File: config.mk
export PLATFORM = sky130hd
export DESIGN_NAME = bram_port_arbiter_flat
export DESIGN_NICKNAME = d
export VERILOG_FILES = /design/src/rtl/copro_pkg.sv /design/src/rtl/bram_port_arbiter_if.sv /design/src/rtl/bram_port_arbiter.sv /design/src/flat_wrapper.sv
export SDC_FILE = /design/constraint.sdc
export NUM_CORES = 1
export LEC_CHECK = 0
export CAP_MARGIN = 20
export CORE_UTILIZATION = 30
export DETAILED_ROUTE_END_ITERATION = 7
export GPL_TIMING_DRIVEN = 0
export PLACE_DENSITY = 0.91
export REMOVE_ABC_BUFFERS = 1
export SETUP_SLACK_MARGIN = 0.4
export SYNTH_ARGS = -nofsm -noshare
export SYNTH_HDL_FRONTEND = slang
export SYNTH_SLANG_ARGS = --single-unit
File: constraint.sdc
create_clock -name clk -period 5.2 [get_ports clk]
set_input_delay 1.04 -clock clk [delete_from_list [all_inputs] [get_ports clk]]
set_output_delay 1.04 -clock clk [all_outputs]
set_load 0.1 [all_outputs]
File: src/rtl/copro_pkg.sv
// Shared types and constants for the coprocessor operand-memory slice.
// Holds the owner state encoding and the next-owner selection rule.
package copro_pkg;

  typedef enum logic [1:0] {
    NONE = 2'd0,
    OWN0 = 2'd1,
    OWN1 = 2'd2,
    OWN2 = 2'd3
  } owner_t;

  localparam int REQ_LOAD     = 0;
  localparam int REQ_COMP     = 1;
  localparam int REQ_READBACK = 2;

  localparam int BRAM_DEPTH = 1024;
  localparam int BRAM_AW    = $clog2(BRAM_DEPTH);

  // P0 always wins; P1/P2 alternate when both ask (rr_p2_last=1 means P2 went last).
  function automatic owner_t pick(input logic [2:0] r, input logic rr_p2_last);
    owner_t nxt;
    nxt = NONE;
    if (r[REQ_LOAD])
      nxt = OWN0;
    else if (r[REQ_COMP] && r[REQ_READBACK])
      nxt = rr_p2_last ? OWN1 : OWN2;
    else if (r[REQ_COMP])
      nxt = OWN1;
    else if (r[REQ_READBACK])
      nxt = OWN2;
    return nxt;
  endfunction

endpackage

File: src/rtl/bram_port_arbiter_if.sv
// Requester-side bus of the operand BRAM arbiter: requests, access strobes,
// grants and tagged read returns for the three requesters.
interface bram_port_arbiter_if #(
  parameter int AW = 10,
  parameter int DW = 8
);
  logic [2:0]      req;
  logic [2:0]      acc_en;
  logic [2:0]      acc_we;
  logic [3*AW-1:0] acc_addr;
  logic [3*DW-1:0] acc_din;
  logic [2:0]      gnt;
  logic [2:0]      rvalid;
  logic [DW-1:0]   rdata;

  modport master (
    output req, acc_en, acc_we, acc_addr, acc_din,
    input  gnt, rvalid, rdata
  );

  modport slave (
    input  req, acc_en, acc_we, acc_addr, acc_din,
    output gnt, rvalid, rdata
  );
endinterface

File: src/rtl/bram_port_arbiter.sv
// Shares one BRAM read/write port between loader (P0), compute (P1) and
// readback (P2); P0 has priority, P1/P2 round-robin, reads are tagged back.
//
// state | meaning
// NONE  | port idle, no owner
// OWN0  | UART loader owns the port
// OWN1  | compute engine owns the port
// OWN2  | UART readback owns the port
module bram_port_arbiter
  import copro_pkg::*;
#(
  parameter int MAX_HOLD = 16,
  parameter int AW       = BRAM_AW,
  parameter int DW       = 8
) (
  input  logic                  clk,
  input  logic                  rst_n,
  bram_port_arbiter_if.slave    bus,
  output logic                  bram_en,
  output logic                  bram_we,
  output logic [AW-1:0]         bram_addr,
  output logic [DW-1:0]         bram_din,
  input  logic [DW-1:0]         bram_dout,
  output logic [1:0]            owner
);

  localparam int HW = $clog2(MAX_HOLD) + 1;
  localparam logic [HW-1:0] HOLD_LAST = HW'(MAX_HOLD - 1);

  owner_t        state, state_nxt;
  logic          rr_p2_last;
  logic [HW-1:0] hold_cnt;
  logic          rd_pend;
  logic [1:0]    rd_tag;
  logic [1:0]    own_idx;
  logic [2:0]    gnt;

  always_comb begin
    state_nxt = state;
    case (state)
      NONE: state_nxt = pick(bus.req, rr_p2_last);
      OWN0: if (!bus.req[REQ_LOAD]) state_nxt = pick(bus.req & 3'b110, rr_p2_last);
      OWN1: begin
        if (!bus.req[REQ_COMP])
          state_nxt = pick(bus.req & 3'b101, rr_p2_last);
        else if (bus.req[REQ_LOAD] && hold_cnt == HOLD_LAST)
          state_nxt = OWN0;
      end
      OWN2: begin
        if (!bus.req[REQ_READBACK])
          state_nxt = pick(bus.req & 3'b011, rr_p2_last);
        else if (bus.req[REQ_LOAD] && hold_cnt == HOLD_LAST)
          state_nxt = OWN0;
      end
      default: state_nxt = NONE;
    endcase
  end

  always_comb begin
    gnt       = 3'b000;
    own_idx   = 2'd0;
    bram_en   = 1'b0;
    bram_we   = 1'b0;
    bram_addr = '0;
    bram_din  = '0;
    case (state)
      OWN0: begin
        gnt[REQ_LOAD] = 1'b1;
        own_idx       = 2'(REQ_LOAD);
        bram_en       = bus.acc_en[REQ_LOAD];
        bram_we       = bus.acc_we[REQ_LOAD];
        bram_addr     = bus.acc_addr[REQ_LOAD*AW +: AW];
        bram_din      = bus.acc_din[REQ_LOAD*DW +: DW];
      end
      OWN1: begin
        gnt[REQ_COMP] = 1'b1;
        own_idx       = 2'(REQ_COMP);
        bram_en       = bus.acc_en[REQ_COMP];
        bram_we       = bus.acc_we[REQ_COMP];
        bram_addr     = bus.acc_addr[REQ_COMP*AW +: AW];
        bram_din      = bus.acc_din[REQ_COMP*DW +: DW];
      end
      OWN2: begin
        gnt[REQ_READBACK] = 1'b1;
        own_idx           = 2'(REQ_READBACK);
        bram_en           = bus.acc_en[REQ_READBACK];
        bram_we           = bus.acc_we[REQ_READBACK];
        bram_addr         = bus.acc_addr[REQ_READBACK*AW +: AW];
        bram_din          = bus.acc_din[REQ_READBACK*DW +: DW];
      end
      default: ;
    endcase
  end

  always_ff @(posedge clk or negedge rst_n) begin
    if (!rst_n) begin
      state      <= NONE;
      rr_p2_last <= 1'b1;
      hold_cnt   <= '0;
      rd_pend    <= 1'b0;
      rd_tag     <= 2'd0;
    end else begin
      state <= state_nxt;
      if (state_nxt != state && state_nxt == OWN1)
        rr_p2_last <= 1'b0;
      else if (state_nxt != state && state_nxt == OWN2)
        rr_p2_last <= 1'b1;
      // Hold budget only runs while P0 is kept waiting by the current owner.
      if ((state == OWN1 || state == OWN2) && state_nxt == state && bus.req[REQ_LOAD])
        hold_cnt <= hold_cnt + 1'b1;
      else
        hold_cnt <= '0;
      rd_pend <= bram_en & ~bram_we;
      rd_tag  <= own_idx;
    end
  end

  assign bus.gnt    = gnt;
  assign bus.rvalid = rd_pend ? 3'(3'b001 << rd_tag) : 3'b000;
  assign bus.rdata  = bram_dout;
  assign owner      = state;

endmodule

File: src/flat_wrapper.sv
// flat-port wrapper written by rule: the top's interface ports become plain ports
module bram_port_arbiter_flat import copro_pkg::*;
#(
  parameter int MAX_HOLD = 16,
  parameter int AW       = BRAM_AW,
  parameter int DW       = 8
)
  (clk, rst_n, bram_en, bram_we, bram_addr, bram_din, bram_dout, owner, bus_req, bus_acc_en, bus_acc_we, bus_acc_addr, bus_acc_din, bus_gnt, bus_rvalid, bus_rdata);
  bram_port_arbiter_if #(.AW(AW), .DW(DW)) bus_i ();
  input  logic clk;
  input  logic rst_n;
  output logic bram_en;
  output logic bram_we;
  output logic [AW-1:0] bram_addr;
  output logic [DW-1:0] bram_din;
  input  logic [DW-1:0] bram_dout;
  output logic [1:0] owner;
  input wire logic [$bits(bus_i.req)-1:0] bus_req;
  input wire logic [$bits(bus_i.acc_en)-1:0] bus_acc_en;
  input wire logic [$bits(bus_i.acc_we)-1:0] bus_acc_we;
  input wire logic [$bits(bus_i.acc_addr)-1:0] bus_acc_addr;
  input wire logic [$bits(bus_i.acc_din)-1:0] bus_acc_din;
  output wire logic [$bits(bus_i.gnt)-1:0] bus_gnt;
  output wire logic [$bits(bus_i.rvalid)-1:0] bus_rvalid;
  output wire logic [$bits(bus_i.rdata)-1:0] bus_rdata;
  assign bus_i.req = bus_req;
  assign bus_i.acc_en = bus_acc_en;
  assign bus_i.acc_we = bus_acc_we;
  assign bus_i.acc_addr = bus_acc_addr;
  assign bus_i.acc_din = bus_acc_din;
  assign bus_gnt = bus_i.gnt;
  assign bus_rvalid = bus_i.rvalid;
  assign bus_rdata = bus_i.rdata;
  bram_port_arbiter #(.MAX_HOLD(MAX_HOLD), .AW(AW), .DW(DW)) u_core (.clk(clk), .rst_n(rst_n), .bus(bus_i), .bram_en(bram_en), .bram_we(bram_we), .bram_addr(bram_addr), .bram_din(bram_din), .bram_dout(bram_dout), .owner(owner));
endmodule
# Word level (Yosys, flattened, before mapping)
# Index checks and enable logic that the tools add are counted.
# classes
addsub,1
n_shift,1
eq_ne,8
n_reduce_logical,9
bitwise_logic,2
n_mux,25
# op_table
operator,n
$pmux W10 S3,1
$pmux W8 S3,1
$mux W2,11
$eq A2 B2 Y1 const B,4
$pmux W2 S4,1
$logic_and A1 B1 Y1,6
$mux W1,6
$pmux W1 S3,2
$add A5 B1 Y5 const B,1
$eq A5 B4 Y1 const B,1
$mux W5,1
$pmux W2 S2,1
$mux W3,1
$shl A1 B2 Y3 const A,1
$eq A2 B1 Y1 const B,1
$eq A2 B2 Y1,1
$logic_not A2 Y1,1
$ne A2 B2 Y1,1
$reduce_bool A2 Y1,1
$and A1 B1 Y1,1
$logic_or A1 B1 Y1,1
$not A1 Y1,1
# totals
in_bits,73
register_bits,11

# Longest topological paths before layout
# Gate-level depths: netlist of run 1.
# logic_depth
word_depth,9
mapped_depth,7
ltp_nobuf,7

# Worst setup path before layout of run 1
# No wires, ideal clock.
# synth_path
path_type,reg-to-output
start,"register u_core.state[1], in the netlist u_core.owner[1]"
end,output port bram_addr[1]
t_arrival_ns,3.450
path_stages_with_launch,6
slack_ns,0.710
path_buffers,2
cell_sequence,dfrtp_1 -> buf_2 -> inv_2 -> nor2_1 -> clkbuf_1 -> a22o_1
# synth_via
elab_chain_len,2
# synth_rtl
element,line,text
"start, declared",bram_port_arbiter.sv:30,"owner_t state, state_nxt;"
"start signal, assigned",bram_port_arbiter.sv:103,state <= state_nxt;
$eq A2 B2 Y1 or $eq A2 B1 Y1 (tied branches),bram_port_arbiter.sv:66,case (state)
$pmux W10 S3 *,bram_port_arbiter.sv:66,
"end, declared",flat_wrapper.sv:14,output logic [AW-1:0] bram_addr;
# Mark *: on every way between the ends. The rest lies on a longest branch, timed or not.

# Final worst setup path of run 1
# layout_path
start,"register u_core.state[0], in the netlist u_core.owner[0]"
end,output port bram_en
# layout_via
elab_chain_len,2
# layout_rtl
element,line,text
$eq A2 B2 Y1 or $eq A2 B1 Y1 (tied branches),bram_port_arbiter.sv:66,
$pmux W1 S3 *,bram_port_arbiter.sv:66,
"end, declared",flat_wrapper.sv:12,output logic bram_en;
# Marks and branches as above.

==> results of run 1 <==
per-layer routing:
layer / part of all wire, % / track usage, % / vias to the layer above
met3: 9.8 / 7.563 / 6
met4: 1.4 / 6.032 / 0
met2: 51 / 36.41 / 55
met1: 38 / 21.22 / 556
li1: - / - / 560
met5: 0 / 0 / -
power by group:
group          internal [mW]  switching [mW]  total (mW)
registers              0.100          0.0321       0.133
logic                  0.179           0.408       0.587
clock network         0.0297          0.0275      0.0572
total                  0.309           0.468       0.777
registers in the layout, indices dropped and copies added (netlist names):
register,cells
u_core.hold_cnt,5
u_core.rr_p2_last,1
u_core.rd_pend,1
u_core.owner,2
u_core.rd_tag,2
cell usage in the layout, fill, tap and decap left out, types with 2 or more instances in the layout:
cell,instances
clkdlybuf4s50_1,92
mux2_2,20
a22o_1,20
dfrtp_1,9
nor2_1,4
nor2b_1,3
clkbuf_4,3
and3_1,2
nand2b_1,2
a21oi_1,2
and3b_1,2
nor3_1,2
inv_1,2
ha_1,2
cells by family after synthesis:
logic type	count (synthesis)
mux	21
compound gates	30
flops	11
xor+xnor	2
fa+ha+maj	2
buf+inv	19
simple gates	23
final timing paths:
path	startpoint	to	slack, ps	cells past startpoint
worst min register to register	u_core.hold_cnt[0]	u_core.hold_cnt[0]	460	1
worst max register to register	u_core.owner[0]	u_core.rd_pend	3030	3
worst max-delay path	u_core.owner[0]	bram_en	770	3
max in group asynchronous	rst_n	u_core.rr_p2_last	3760	1
min in group asynchronous	rst_n	u_core.hold_cnt[2]	1090	1
worst min-delay path	u_core.hold_cnt[0]	u_core.hold_cnt[0]	460	1
cell type report:
cell class	count	area, um2	area share [%]
inverter	3	11.26	0.5703
timing repair buffer	92	920.9	46.64
multi-input combinational	78	680.7	34.47
tap	46	57.56	2.915
clock buffer	4	26.28	1.331
sequential	11	277.8	14.07
worst reg2reg max path: stages (launching register included):
cell and delay, ps:
dfrtp_1 730, nor2_2 930, a22o_1 300, nor2b_1 130
metrics by stage:
| step | setup TNS (ps) | cell area (um2) | utilization (%) | worst slack (ps) | total power, mW |
|---|---|---|---|---|---|
| 6_report | 0 | 1974 | 58.71 | 771.6 | 0.7766 |
| 5_1_grt | 0 | 1974 | 58.71 | 593.5 | 0.8046 |
| 4_1_cts | 0 | 1973 | 58.67 | 421.8 | 0.7811 |
| 3_5_place_dp | 0 | 1947 | 57.89 | 731.7 | 0.7213 |
| 3_3_place_gp | 0 | 1944 | 57.81 | 243.3 | 0.7149 |
| 2_1_floorplan | -7840 | 965.9 | - | -408.1 | 0.5594 |
==> metrics, run 1 <==
DRC=0; final wirelength=3.699 mm; slowest stage delay, CP=1150 ps; initial DRC count=56; wire length per cell=15.81 um; simple logic cell fraction of the synthesized area=12.79%; slowest stage cell on the critical path=clkdlybuf4s50_1; status=complete, no violations; fin nets=~260; initial core utilization=about a third; Crit. End Element=primary output; # fillers=313; Mapped Area=1066 um2; EDFF count, synth=0; Final Hold Fails=0; die area=3796 um2; Hold Buf Count CTS=0; Synth Area in Adders=under 10%; number of global-route vias before repair=around 1100; Clock Latency Late Sink=270 ps; leakage=around 0.8 nW; WP data required=4160 ps; delay-heaviest family, CP=buffers and inverters; cell chain of the critical path=nor2_2 > a22o_1 > clkdlybuf4s50_1; CP Class=flip-flop to primary output; Synth top area share=a little under a quarter; DRT Pass-1 Iters=4; final std cells w/o fill=234; number of buffers created by CTS=3; dpl cells=230; worst path buffer plus inverter count=1; f_max=between 0.2 and 0.25 GHz; Final period util=85.16%; Ys Warns=0; post-route ant nets=0; dpl hpwl=2.949 mm; setup bufs post-CTS=0; VDD IR max=0.2955 mV; register area share after synthesis=25.94%; Worst Tran Pin Value=991.5 ps; Finish-stage setup viols=0; Synth Area in Compound Gates=24.41%; Final Skew=5.011 ps; Final Max Slew Viols=0; layout cell share with drive strength beyond 1=15.96%; first-pass GRT wire length=5.478 mm; Synth area leaders=dfrtp_1 (23%), mux2_2 (21%), a22o_1 (16%); largest family of logic cells by synthesized area=compound AO/OA/AOI/OAI gates; clock slew at reported path FFs=70 ps; total grt overflow=0; Main synth FF type=dfrtp_1; XOR/XNOR Fraction of Synth Area=under 10%; Hold Crit Class=flip-flop to flip-flop; Cell Pwr Density=393.3 nW/um2; Root Buffer=clkbuf_4; Via Count=about 1200; top cells by count, synth=a22o_1 (20), mux2_2 (20), dfrtp_1 (10), buf_4 (8), nor2_1 (5); via/cell ratio=5.030; Synth-to-Final Area Change=85.21%; Synth cell types=37; startpoint types=flip-flop; Slew HR=roughly 34%; I/O Buffers=92; #FFs+latches synth=11; CTS resizes=0; Die Y-Extent=61.61 um; Cells after Synth=around 110; num rows=21; initial antenna violation count=0; I/O pins=109; n_diodes=0; TritonCTS clock tree=yes; RSZ-0062 raised after global routing=no; clk buf depth=2; clk sinks=11; Die Width=around 62 um; multiplexer area fraction after synthesis=22.42%; Global Route Usage Sum=19.97%; Hold Slack=456.0 ps; CP arrival=approximately 3400 ps; area leader, netlist=dfrtp_1; H-tree Lvls=1; asr flop ratio synth=100.0%; Tmin final=4428 ps; Critical Path Fanout Max=28; Max Cap Violations=0; GP Congestion=0.7875; largest net degree at the start of global routing=29; syn_area_per_cell=about 9.9 um2; core area=roughly 3400 um2
(Power assumes the default switching activity.)
==> inputs of run 2 (changes only) <==
CAP_MARGIN = not set   (was 20)
==> results of run 2 <==
The final DEF is identical to that of run 1; final timing and power are the same.
==> inputs of run 3 (changes only) <==
CORE_ASPECT_RATIO = 0.9   (was not set)
CTS_CLUSTER_SIZE = 12   (was not set)
==> metrics, run 3 (synthesized netlist as in run 1, its figures left out) <==
largest net degree at the start of global routing=29 (unchanged); Final Skew=1.734 ps (-3.277 ps); CP Class=flip-flop to primary output; leakage=0.8193 nW (+0.96%); initial core utilization=31.56% (-0.14 points); dpl hpwl=3.029 mm (+2.7%); core area=3378 um2 (+0.45%); commonest non-fill, non-tap cell in the layout=clkdlybuf4s50_1; Final period util=85.02% (-0.14 points); post-route ant nets=0 (unchanged); layout cell share with drive strength beyond 1=15.96% (unchanged); Critical Path Fanout Max=28 (unchanged); DRT Pass-1 Iters=5 (+1); final wirelength=3.690 mm (-0.24%); first-pass GRT wire length=5.754 mm (+5.0%); n_diodes=0 (unchanged); Top Layer Used=met4; Clock Latency Late Sink=230 ps (-40 ps); f_max=0.2262 GHz (+0.17%); number of global-route vias before repair=1243 (+10%); via/cell ratio=5.069 (+0.78%); Die Y-Extent=58.55 um (-5.0%); Hold Slack=456.3 ps (+0.3240 ps); die area=3796 um2 (about the same); VDD IR max=0.3396 mV (+15%); R2R Path End=u_core.rd_pend; H-tree Lvls=1 (unchanged); Place WS=729.2 ps (-2.531 ps); Max Cap Violations=0 (unchanged); wire length per cell=15.91 um (+0.62%); CP arrival=3380 ps (about the same); status=complete, no violations; Tmin final=4421 ps (-7.383 ps); RR Startpoint=u_core.owner[0]; Cell Pwr Density=404.0 nW/um2 (+2.7%); max FFs per register=5 (unchanged); GP Congestion=0.7900 (+0.32%); FF-to-FF path depth=3 (unchanged); Global Route Usage Sum=19.93% (-0.040 points); Worst Hold End=u_core.hold_cnt[0]; Root Buffer=clkbuf_8; Final Util=58.93% (+0.22 points); Die Width=64.84 um (+5.2%); clk buf depth=2 (unchanged); Synth-to-Final Area Change=86.74%; Slew HR=30.80% (-2.9 points); initial antenna violation count=0 (unchanged); register bank with the most flops=u_core.hold_cnt; most frequent cells in the layout=clkdlybuf4s50_1 (92), mux2_2 (20), a22o_1 (20); initial DRC count=19 (-66%); Hold Buf Count CTS=0 (unchanged); TritonCTS clock tree=yes; startpoint types=flip-flop; Crit. End Element=primary output; Finish-stage setup viols=0 (unchanged); clk sinks=11 (unchanged); number of buffers created by CTS=3 (unchanged); WP data required=4160 ps (about the same); hold path cells=1 (unchanged); I/O pins=109 (unchanged); Final Max Slew Viols=0 (unchanged); final worst slack=779.0 ps (+7.383 ps); num rows=20 (-4.8%); min-delay src=u_core.hold_cnt[0]; Final Hold Fails=0 (unchanged); DRC=0 (unchanged); metal2 WL=1.920 mm (+1.6%); R2R Setup Slk=3010 ps (-20 ps); RSZ-0062 raised after global routing=no; met3 wire length=341 um (-5.8%); fin nets=264 (unchanged); total grt overflow=0 (unchanged); Hold Crit Class=flip-flop to flip-flop; clock slew at reported path FFs=50 ps (-20 ps); I/O Buffers=92 (unchanged); Via Count=1176 (-0.085%); Worst Tran Pin Value=1035 ps (+43.18 ps); met1 WL=1.369 mm (-1.8%)
run 3: power breakdown:
part           switching (mW)  internal (mW)  leakage, nW
combinational           0.410          0.179        0.657
sequential             0.0322          0.101        0.140
clock                  0.0291         0.0536       0.0228
run 3: worst max-delay path, cell delays in order (launching register included):
cell and delay, ps:
dfrtp_1 730, nor2_2 940, a22o_1 300, clkdlybuf4s50_1 1160
run 3: layer usage:
layer  global-route usage, %  up-vias
li1                        -      562
met1                   20.38      553
met2                   38.24       55
met3                   6.589        6
met4                   6.032        0
met5                       0        -
run 3: area by class of cell:
cell class,count,area (um2)
multi-input cells,78,680.7
clock buffers,4,45.04
inverters,3,11.26
flip-flops and latches,11,277.8
repair buffers,92,920.9
fillers,316,1388
well taps,44,55.05
run 3: how the worst max path moves through the flow:
| stage | from | endpoint | slack (ps) | cells after the start |
|---|---|---|---|---|
| after floorplan | u_core.owner[1] | bram_we | -410 | 3 |
| final | u_core.owner[0] | bram_en | 780 | 3 |
| after global placement | u_core.owner[1] | bram_en | 240 | 4 |
| after CTS | u_core.owner[1] | bram_en | 470 | 4 |
| after global routing | u_core.owner[1] | bram_en | 650 | 4 |
| after detailed placement | u_core.owner[1] | bram_en | 730 | 4 |
run 3: timing repair:
action,4_1_cts,5_1_grt
gates resized for setup,0,1
endpoints found under the setup margin,0,20
buffers inserted,0,0
run 3: metrics by stage:
step / cells / area [um2] / TNS, ps / power [mW]
floorplan: 92 / 965.9 / -7840 / 0.5594
global route: 232 / 1991 / 0 / 0.8320
CTS: 232 / 1989 / 0 / 0.8052
global placement: 228 / 1942 / 0 / 0.7170
finish: 232 / 1991 / 0 / 0.8043
detailed placement: 228 / 1944 / 0 / 0.7224
